**src/rtl/pipe_reg_chain.sv**
```systemverilog
// Elastic valid/ready pipeline register: DEPTH stages of W-bit data that collapse bubbles and support flush.
// Define PIPE_REG_OCC_EN to add the occupancy port, which gives the popcount of the stage valid bits.

module pipe_reg_stage #(
  parameter int W = 32
) (
  input  logic         clk,
  input  logic         rst,
  input  logic         flush,
  input  logic         en,
  input  logic         up_vld,
  input  logic [W-1:0] up_data,
  output logic         vld,
  output logic [W-1:0] data
);
  always_ff @(posedge clk) begin
    if (rst) begin
      vld  <= 1'b0;
      data <= '0;
    end else if (flush) begin
      vld  <= 1'b0;
    end else if (en) begin
      vld <= up_vld;
      // a bubble moving in leaves the old data in place
      if (up_vld) data <= up_data;
    end
  end
endmodule

module pipe_reg_chain #(
  parameter int W     = 32,
  parameter int DEPTH = 2
) (
  input  logic                       clk,
  input  logic                       rst,
  input  logic                       flush,
  input  logic                       in_valid,
  output logic                       in_ready,
  input  logic [W-1:0]               in_data,
  output logic                       out_valid,
  input  logic                       out_ready,
  output logic [W-1:0]               out_data
`ifdef PIPE_REG_OCC_EN
  ,
  output logic [$clog2(DEPTH+1)-1:0] occupancy
`endif
);
  logic [DEPTH:0]            rdy;
  logic [DEPTH-1:0]          vld_pipe;
  logic [DEPTH-1:0][W-1:0]   data_pipe;
  logic [DEPTH-1:0]          up_vld;
  logic [DEPTH-1:0][W-1:0]   up_data;

  assign rdy[DEPTH] = out_ready;

  genvar i;
  generate
    for (i = 0; i < DEPTH; i++) begin : g_link
      // a stage can take a beat when it is empty or when its own beat moves on
      assign rdy[i] = !vld_pipe[i] || rdy[i+1];
      if (i == 0) begin : g_head
        assign up_vld[i]  = in_valid;
        assign up_data[i] = in_data;
      end else begin : g_body
        assign up_vld[i]  = vld_pipe[i-1];
        assign up_data[i] = data_pipe[i-1];
      end
    end
  endgenerate

  pipe_reg_stage #(.W(W)) u_stage [DEPTH-1:0] (
    .clk     (clk),
    .rst     (rst),
    .flush   (flush),
    .en      (rdy[DEPTH-1:0]),
    .up_vld  (up_vld),
    .up_data (up_data),
    .vld     (vld_pipe),
    .data    (data_pipe)
  );

  assign in_ready  = rdy[0] && !flush && !rst;
  assign out_valid = vld_pipe[DEPTH-1];
  assign out_data  = data_pipe[DEPTH-1];

`ifdef PIPE_REG_OCC_EN
  localparam int OW = $clog2(DEPTH+1);
  always_comb begin
    occupancy = '0;
    for (int k = 0; k < DEPTH; k++) occupancy = occupancy + OW'(vld_pipe[k]);
  end
`endif
endmodule

```
**config.mk**
```make
export PLATFORM = sky130hd
export DESIGN_NAME = pipe_reg_chain
export DESIGN_NICKNAME = d
export VERILOG_FILES = /design/src/rtl/pipe_reg_chain.sv
export SDC_FILE = /design/constraint.sdc
export NUM_CORES = 1
export LEC_CHECK = 0
export CAP_MARGIN = 30
export CORE_MARGIN = 2
export CORE_UTILIZATION = 30
export CTS_CLUSTER_DIAMETER = 150
export CTS_CLUSTER_SIZE = 16
export DETAILED_ROUTE_END_ITERATION = 6
export GPL_ROUTABILITY_DRIVEN = 1
export PLACE_DENSITY = 0.61
export SLEW_MARGIN = 20
export SYNTH_ARGS = -nofsm -noshare
export SYNTH_HDL_FRONTEND = slang
export SYNTH_SLANG_ARGS = --single-unit
export TNS_END_PERCENT = 5
```
**constraint.sdc**
```tcl
create_clock -name clk -period 3.8 [get_ports clk]
set_clock_uncertainty 0.05 [all_clocks]
set_input_delay 0.76 -clock clk [delete_from_list [all_inputs] [get_ports clk]]
set_output_delay 0.76 -clock clk [all_outputs]
set_load 0.03 [all_outputs]
```
# Yosys cells after proc, flatten, opt, wreduce, memory -nomap -nowiden
# Cells that the tools add are included.
[word_totals]
word_cells = 16
register_bits = 66
out_inout_bits = 34
[classes]
n_reduce_logical = 11
n_bitwise = 1
[op_table]
columns = ["op", "count"]
rows = [
  ["AND reduction 3 bit", 2],
  ["logical NOT 1 bit", 4],
  ["logical AND 1 bit", 2],
  ["logical OR 1 bit", 2],
  ["OR reduction 2 bit", 1],
  ["inverter 1 bit", 1],
]

# Longest topological paths before layout
# Gate-level depths: netlist of the first run.
[logic_depth]
ltp_word = 5
depth_mapped = 5

# Hierarchy
# A second synthesis of the first run with hierarchy kept.
[hier_totals]
hier_cells = 289
area_unflattened_um2 = 3046.7
[by_module_without_submodules]
columns = ["module", "instances", "cells_each", "area_each_um2"]
rows = [
  ["pipe_reg_stage", 2, 143, 1503.9],
  ["pipe_reg_chain", 1, 3, 38.8],
]

# Worst setup path after synthesis of the first run
# No wires, ideal clock.
[synth_path]
path_type = "input port to output port"
startpoint = "in out_ready"
endpoint = "out in_ready"
path_buffers = 2
cell_stages = 4
arrival_ns = 1.864
setup_slack_ns = 1.126
required_ns = 2.990
cell_sequence = "nor2b_4 buf_6 buf_2 a211oi_1"
[synth_between]
elab_chain_cells = 4
[synth_rtl]
columns = ["item", "line", "text"]
rows = [
  ["start: declaration", "41", "input logic out_ready,"],
  ["logical OR 1 bit (2 in a row)", "60", "assign rdy[i] = !vld_pipe[i] || rdy[i+1];"],
  ["logical AND 1 bit (2 in a row)", "82", "assign in_ready = rdy[0] && !flush && !rst;"],
  ["end: declaration", "38", "output logic in_ready,"],
]
# Every way passes these cells.

# Worst setup path after layout of the first run
# Ends and elaborated chain as after synthesis.

==> results of run 1 <==
==> power by group through the flow <==
stage	sequential, uW	clock (uW)	combinational (uW)
global placement	738	0	130
floorplan	736	0	83.3
detailed placement	739	0	131
global route	725	748	141
finish	723	695	130
CTS	723	715	132
==> cells in the final DEF (no fill, tap or decap) <==
| master | n |
|---|---|
| nor2_1 | 1 |
| a21oi_1 | 33 |
| nor3_1 | 2 |
| a21oi_4 | 1 |
| clkbuf_8 | 9 |
| clkinv_2 | 3 |
| nand3_1 | 32 |
| a211oi_1 | 1 |
| nor2b_2 | 1 |
| dfxtp_1 | 66 |
| bufinv_16 | 3 |
| clkbuf_1 | 1 |
| nor2b_4 | 1 |
| clkdlybuf4s50_1 | 69 |
| buf_2 | 1 |
| mux2i_1 | 32 |
| o21ai_1 | 30 |
| o21ai_0 | 2 |
| nand2b_1 | 67 |
| buf_4 | 6 |
==> worst paths after layout <==
path	slack, ns	depth (start not counted)	endpoint
worst max-delay path	0.56	4	in_ready
worst min-delay path	0.41	2	u_stage[1].data[19]
worst max register to register	2.01	5	u_stage[0].data[30]
worst min register to register	0.41	2	u_stage[1].data[19]
==> kinds of logic (layout without fill, tap and decap cells) <==
family / Yosys count / in the layout / synth area share, %
buf+inv: 60 / 92 / 14.2
compound gates: 67 / 67 / 11.5
simple gates: 104 / 104 / 20.2
flops: 66 / 66 / 43.6
mux: 32 / 32 / 10.6
==> worst min-delay path, stage by stage (launching register included) <==
cell,delay (ns)
dfxtp_1,0.31
nand3_1,0.06
a21oi_1,0.05
==> flip-flops by register name, indices dropped and copies added, names as in the netlist <==
name          flops
u_stage.vld       2
u_stage.data     64
==> cell type report <==
cell class / count / area share (%)
flip-flops and latches: 66 / 35.3
multi-input cells: 203 / 34.3
repair buffers: 76 / 19.8
well taps: 133 / 4.44
clock buffers: 10 / 3.41
clock inverters: 6 / 2.81
==> stage by stage <==
step / instance area, sq um / hold slack (ns) / std cells / util (%) / power, uW
2_1_floorplan: 3030 / 0.394 / 329 / - / 819
3_3_place_gp: 3510 / 0.399 / 478 / 35.9 / 868
3_5_place_dp: 3510 / 0.408 / 478 / 35.9 / 870
4_1_cts: 3750 / 0.416 / 494 / 38.3 / 1570
5_1_grt: 3750 / 0.428 / 494 / 38.3 / 1610
6_report: 3750 / 0.414 / 494 / 38.3 / 1550
==> layer usage <==
metal / share of wire [%] / vias to the layer above / GRT usage, %
met5: 0 / - / 0
met4: 1.1 / 0 / 5.21
li1: - / 1120 / -
met3: 4.8 / 6 / 3.24
met2: 43 / 57 / 20.0
met1: 51 / 1027 / 17.6
==> impl_metrics.yaml, run 1 <==
logic_synthesis:
  synth_top_area_share_pct: 43.6
  synth_area_sq_mm: 0.00303
  synthArstFlopShare_pct: 0
  synth_edf_count: 0
  yosys_warnings: 0
  yosysTopAreaCell: "dfxtp_1"
  ys_seq_area_share_pct: 43.6
  syn-num-nets: 366
  synthesis.instances: 329
  post-synth-top-count-cell: "nand2b_1"
  netlist_top_cells_area: "dfxtp_1 (44%), nand2b_1 (14%), mux2i_1 (11%)"
  synth_common_cells: "nand2b_1 (67), dfxtp_1 (66), a21oi_1 (33)"
  ys_seq_elements: 66
  ys_types: 19
  synth_flop_cell: "dfxtp_1"
  postSynthAreaPerCell_sq_um: 9.22
setup_path:
  critPathTopFamily: "buffers and inverters"
  crit_fanout: 2
  crit_path_cell_trace: "clkdlybuf4s50_1, nor2b_4, a211oi_1, clkdlybuf4s50_1"
  crit_arrival_ns: 2.43
  cp_slowest_stage_delay_ns: 0.72
  crit_type: "input pin to output pin"
  worst_path_most_repeated_cell: "clkdlybuf4s50_1"
  path_buf_inv: 2
  start_kind: "input pin"
  slowest_stage: "clkdlybuf4s50_1"
  cp_data_required_time_ns: 2.99
  reg2reg_from: "u_stage[1].vld"
  cp-end-kind: "output pin"
  critical_path.startpoint: "out_ready"
final_layout:
  seq_area_sq_mm: 0.00132
  multiInputGateArea_sq_mm: 0.00128
  nets: 393
  fillCellCount: 1017
  drive_gt1_share_pct: 6.93
  antenna_cells: 0
  area_growth_pct: 23.5
sta:
  tightest_slew_ns: 0.778
  finalWorstSetupSlack_ns: 0.565
  relSlewSlack_pct: 48.1
  setup_violations: 0
  period_minus_slack_ns: 3.24
  fin_setup_tns_ns: 0
  hold_viol: 0
  clock.fmax_mhz: 309
  fin_crit_sh_pct: 85.1
  rsz0062_at_grt: "no"
  slew_violations: 0
clock_network:
  cts_buffers: 9
  postCtsSetupBuffers: 0
  cts.sinks: 66
  cts_hold_buf: 0
  htree_num_levels: 3
  clockBufferDepth: 2
  post_cts_resized: 0
  clock_latency_ns: 0.33
  cts_root_buffer: "clkbuf_8"
  cts_tree: "yes"
  path_clk_slew_ns: 0.07
floorplanning:
  core-area_sq_mm: 0.00977
  die_w_um: 105
  die_area_sq_mm: 0.0109
  initial_core_util_pct: 31.0
  rows: 36
  pin_count: 71
  die_y_um: 105
routing:
  postRouteAntennaNets: 0
  drt-total-wl_mm: 6.84
  vias: 2210
  via_per_inst: 4.47
  route.detailed.drc: 0
  wl_per_cell_um: 13.9
  drt_first_pass_iters: 4
  drt-initial-drc-count: 56
outcome:
  status: "finished clean"
placement:
  hpwlAfterDp_mm: 4.18
  io_buffers: 70
  dp_slack_ns: 0.596
  gpl.final_weighted_congestion: 0.772
pwr:
  comb_power_share_pct: 8.4
  p_leak_uw: 0.00127
  p_seq_share_pct: 46.7
  cell_internal_pwr_uw: 1220
  power.switching_uw: 332
  p_clk_share_pct: 44.9
  power_density_mw_per_mm2: 413
  vdd_drop_max_v: 0.000193
  swShare_pct: 21.4
global_routing:
  grt_max_degree: 98
  grt_usage_pct: 13.1
  grt_pass1_wl_mm: 11.4
  grt.overflow.total: 0
  first_global_vias: 2242
  antenna_found_initial: 0
worst_hold_path:
  hold_class: "flop to flop"
  worstHoldStart: "u_stage[0].data[19]"
run:
  cap_violations: 0
Note: power is estimated with default switching activity, not from simulation.
==> run 2, diff against run 1 <==
CORE_ASPECT_RATIO = 2   (was default)
==> impl_metrics.yaml, run 2 (same netlist as run 1, synthesis figures left out) <==
worst_hold_path:
  hold_end: "u_stage[1].data[22]"
  min_path_cells: 2
  worstHoldStart: "u_stage[0].data[22]"
  hold_class: "flop to flop"
final_layout:
  reg_top3: "u_stage.data x64, u_stage.vld x2"
  mostFrequentLayoutCell: "clkdlybuf4s50_1"
  final_area_sq_mm: 0.00379
  most-common-layout-cells: "clkdlybuf4s50_1 (69), nand2b_1 (67), dfxtp_1 (66), a21oi_1 (33)"
  area_growth_pct: 25.0
  largest_reg_flops: 64
  nets: 396
  fillCellCount: 1013
  regMostFlops: "u_stage.data"
  fin_util_pct: 38.1
  drive_gt1_share_pct: 7.16
  instances_no_fill: 498
  antenna_cells: 0
sta:
  period_minus_slack_ns: 3.08
  rsz0062_at_grt: "no"
  fin_crit_sh_pct: 81.0
  clock.fmax_mhz: 325
  fin_setup_tns_ns: 0
  relSlewSlack_pct: 47.4
  slew_violations: 0
  setup_violations: 0
  hold_viol: 0
  tightest_slew_ns: 0.789
  holdWs_ns: 0.411
routing:
  drt_first_pass_iters: 4
  postRouteAntennaNets: 0
  route.detailed.drc: 0
  drt-initial-drc-count: 143
  drt-total-wl_mm: 6.29
  wl_per_cell_um: 12.6
  vias: 2200
  via_per_inst: 4.42
clock_network:
  clock_latency_ns: 0.32
  cts.sinks: 66
  cts_tree: "yes"
  cts_buffers: 9
  post_cts_resized: 0
  cts_hold_buf: 0
  clockBufferDepth: 2
  path_clk_slew_ns: 0.05
  postCtsSetupBuffers: 0
  htree_num_levels: 3
  cts_root_buffer: "clkbuf_16"
floorplanning:
  rows: 52
  die_y_um: 146
  pin_count: 71
  core-area_sq_mm: 0.00995
  die_w_um: 75.1
  die_area_sq_mm: 0.0110
  initial_core_util_pct: 30.5
run:
  cap_violations: 0
setup_path:
  reg2reg_slack_ns: 1.92
  reg2reg_from: "u_stage[1].vld"
  cp-end-kind: "output pin"
  crit_arrival_ns: 2.27
  rr_worst_depth: 5
  r2r-end: "u_stage[0].data[25]"
  crit_fanout: 2
  start_kind: "input pin"
  crit_type: "input pin to output pin"
  cp_data_required_time_ns: 2.99
pwr:
  power_density_mw_per_mm2: 410
  vdd_drop_max_v: 0.000237
  p_leak_uw: 0.00129
global_routing:
  grt_max_degree: 99
  first_global_vias: 1991
  grt_pass1_wl_mm: 10.4
  grt_usage_pct: 12.2
  antenna_found_initial: 0
  grt.overflow.total: 0
placement:
  placed_cell_area_sq_mm: 0.00354
  io_buffers: 70
  hpwlAfterDp_mm: 4.04
  dp_cells: 483
  gpl.final_weighted_congestion: 0.712
outcome:
  status: "finished clean"
==> run 2: worst max path at each step <==
| stage | slack [ns] | to | startpoint | cells past startpoint |
|---|---|---|---|---|
| after floorplan | 1.13 | in_ready | out_ready | 4 |
| after global placement | 0.72 | in_ready | out_ready | 4 |
| after detailed placement | 0.75 | in_ready | out_ready | 4 |
| after CTS | 0.72 | in_ready | out_ready | 4 |
| after global routing | 0.67 | in_ready | out_ready | 4 |
| final | 0.72 | in_ready | out_ready | 4 |
==> run 2: final cells by class <==
class / count / area, sq um / area share (%)
sequential: 66 / 1320 / 34.9
multi-input combinational: 203 / 1280 / 33.9
timing repair buffer: 79 / 763 / 20.1
clock buffer: 11 / 233 / 6.14
tap: 135 / 169 / 4.46
clock inverter: 4 / 20.0 / 0.528
==> run 2: metal layers <==
metal / share of wire, % / global-route usage, % / vias to the layer above
li1: - / - / 1134
met4: 1.8 / 4.64 / 0
met3: 6.8 / 4.07 / 11
met1: 50 / 18.3 / 980
met2: 41 / 15.9 / 75
met5: 0 / 0 / -
==> run 2: power by group <==
part           leakage (uW)  internal [uW]  switching (uW)
clock network      0.000129            432             270
registers          0.000536            714            10.6
logic              0.000624           72.1            57.5
==> run 2: critical path, stage by stage <==
cell	delay, ns
clkdlybuf4s50_1	0.52
nor2b_4	0.06
a211oi_1	0.23
clkdlybuf4s50_1	0.70
==> run 2: per-stage QoR <==
stage	total power, uW	setup slack [ns]
final	1560	0.724
after global routing	1620	0.668
after CTS	1590	0.718
after detailed placement	868	0.745
after global placement	869	0.715
after floorplan	819	1.13
==> run 3, diff against run 2 <==
clock period = 2.9 ns   (was 3.8 ns; I/O delays follow)
==> impl_metrics.yaml, run 3 (same netlist as run 1, synthesis figures left out) <==
clock_network:
  cts_root_buffer: "clkbuf_16"
  clock_latency_ns: 0.32
  cts.sinks: 66
  htree_num_levels: 3
  postCtsSetupBuffers: 0
  cts_buffers: 9
  cts_tree: "yes"
  path_clk_slew_ns: 0.05
  clockBufferDepth: 2
  post_cts_resized: 0
  cts_hold_buf: 0
run:
  cap_violations: 0
final_layout:
  largest_reg_flops: 64
  nets: 396
  reg_top3: "u_stage.data x64, u_stage.vld x2"
  most-common-layout-cells: "clkdlybuf4s50_1 (69), nand2b_1 (67), dfxtp_1 (66), a21oi_1 (33)"
  mostFrequentLayoutCell: "clkdlybuf4s50_1"
  antenna_cells: 0
  regMostFlops: "u_stage.data"
  drive_gt1_share_pct: 7.44
  area_growth_pct: 27.6
pwr:
  p_seq_share_pct: 42.9
  vdd_drop_max_v: 0.000347
  p_clk_share_pct: 49.3
  comb_power_share_pct: 7.8
  power_density_mw_per_mm2: 571
  p_leak_uw: 0.00132
  power.switching_uw: 450
  cell_internal_pwr_uw: 1760
  swShare_pct: 20.4
worst_hold_path:
  min_path_cells: 2
  worstHoldStart: "u_stage[0].data[20]"
  hold_end: "u_stage[1].data[20]"
  hold_class: "flop to flop"
floorplanning:
  die_y_um: 146
  die_area_sq_mm: 0.0110
  die_w_um: 75.1
  pin_count: 71
  initial_core_util_pct: 30.5
  core-area_sq_mm: 0.00995
  rows: 52
setup_path:
  crit_arrival_ns: 2.11
  reg2reg_slack_ns: 1.23
  rr_worst_depth: 5
  start_kind: "input pin"
  r2r-end: "u_stage[0].data[21]"
  reg2reg_from: "u_stage[1].vld"
  crit_type: "input pin to output pin"
  cp-end-kind: "output pin"
  crit_fanout: 2
  cp_data_required_time_ns: 2.27
sta:
  hold_viol: 0
  tightest_slew_ns: 0.753
  fin_crit_sh_pct: 94.6
  finalWorstSetupSlack_ns: 0.158
  slew_violations: 0
  relSlewSlack_pct: 49.8
  setup_violations: 0
  fin_setup_tns_ns: 0
  clock.fmax_mhz: 365
  period_minus_slack_ns: 2.74
  rsz0062_at_grt: "no"
  holdWs_ns: 0.414
placement:
  io_buffers: 70
  gpl.final_weighted_congestion: 0.738
  dp_slack_ns: 0.175
  hpwlAfterDp_mm: 3.89
global_routing:
  first_global_vias: 2080
  grt_max_degree: 99
  grt_pass1_wl_mm: 10.3
  antenna_found_initial: 0
  grt.overflow.total: 0
  grt_usage_pct: 12.1
routing:
  wl_per_cell_um: 12.6
  drt_first_pass_iters: 4
  drt-initial-drc-count: 115
  vias: 2220
  drt-total-wl_mm: 6.30
  postRouteAntennaNets: 0
  via_per_inst: 4.46
  route.detailed.drc: 0
outcome:
  status: "finished clean"
==> run 3: power groups by stage <==
stage          Combinational (uW)  Clock (uW)  Sequential, uW
2_1_floorplan                 109           0             964
3_3_place_gp                  174           0             967
3_5_place_dp                  173           0             967
4_1_cts                       175        1130             948
5_1_grt                       188        1150             952
6_report                      172        1090             949
==> run 3: how the worst max path moves through the flow <==
stage                         start       end  slack (ns)
after floorplan           out_ready  in_ready        0.59
after global placement    out_ready  in_ready        0.18
after detailed placement  out_ready  in_ready        0.18
after CTS                 out_ready  in_ready        0.16
after global routing      out_ready  in_ready         0.1
final                     out_ready  in_ready        0.16
==> run 3: layout make-up <==
cell class	instances	area, sq um
fill	1024	6090
sequential	66	1320
multi-input combinational	203	1280
timing repair buffer	79	788
clock buffer	13	270
tap	135	169
clock inverter	2	35.0
==> run 3: worst max-delay path, cell delays in order <==
cell,delay [ns]
clkdlybuf4s50_1,0.51
nor2b_4,0.06
a211oi_1,0.24
clkdlybuf4s50_1,0.72
==> run 3: through the flow <==
stage	utilization, %	area [sq um]	cells	total power [uW]
after floorplan	-	3030	329	1070
after global placement	35.8	3560	483	1140
after detailed placement	35.8	3560	483	1140
after CTS	38.9	3870	498	2250
after global routing	38.9	3870	498	2290
final	38.9	3870	498	2210
==> run 3: per-layer routing <==
layer / track usage (%) / part of all wire, % / up-vias
li1: - / - / 1132
met1: 16.6 / 48 / 993
met2: 17.5 / 43 / 85
met3: 4.00 / 7.4 / 10
met4: 4.29 / 1.7 / 0
met5: 0 / 0 / -
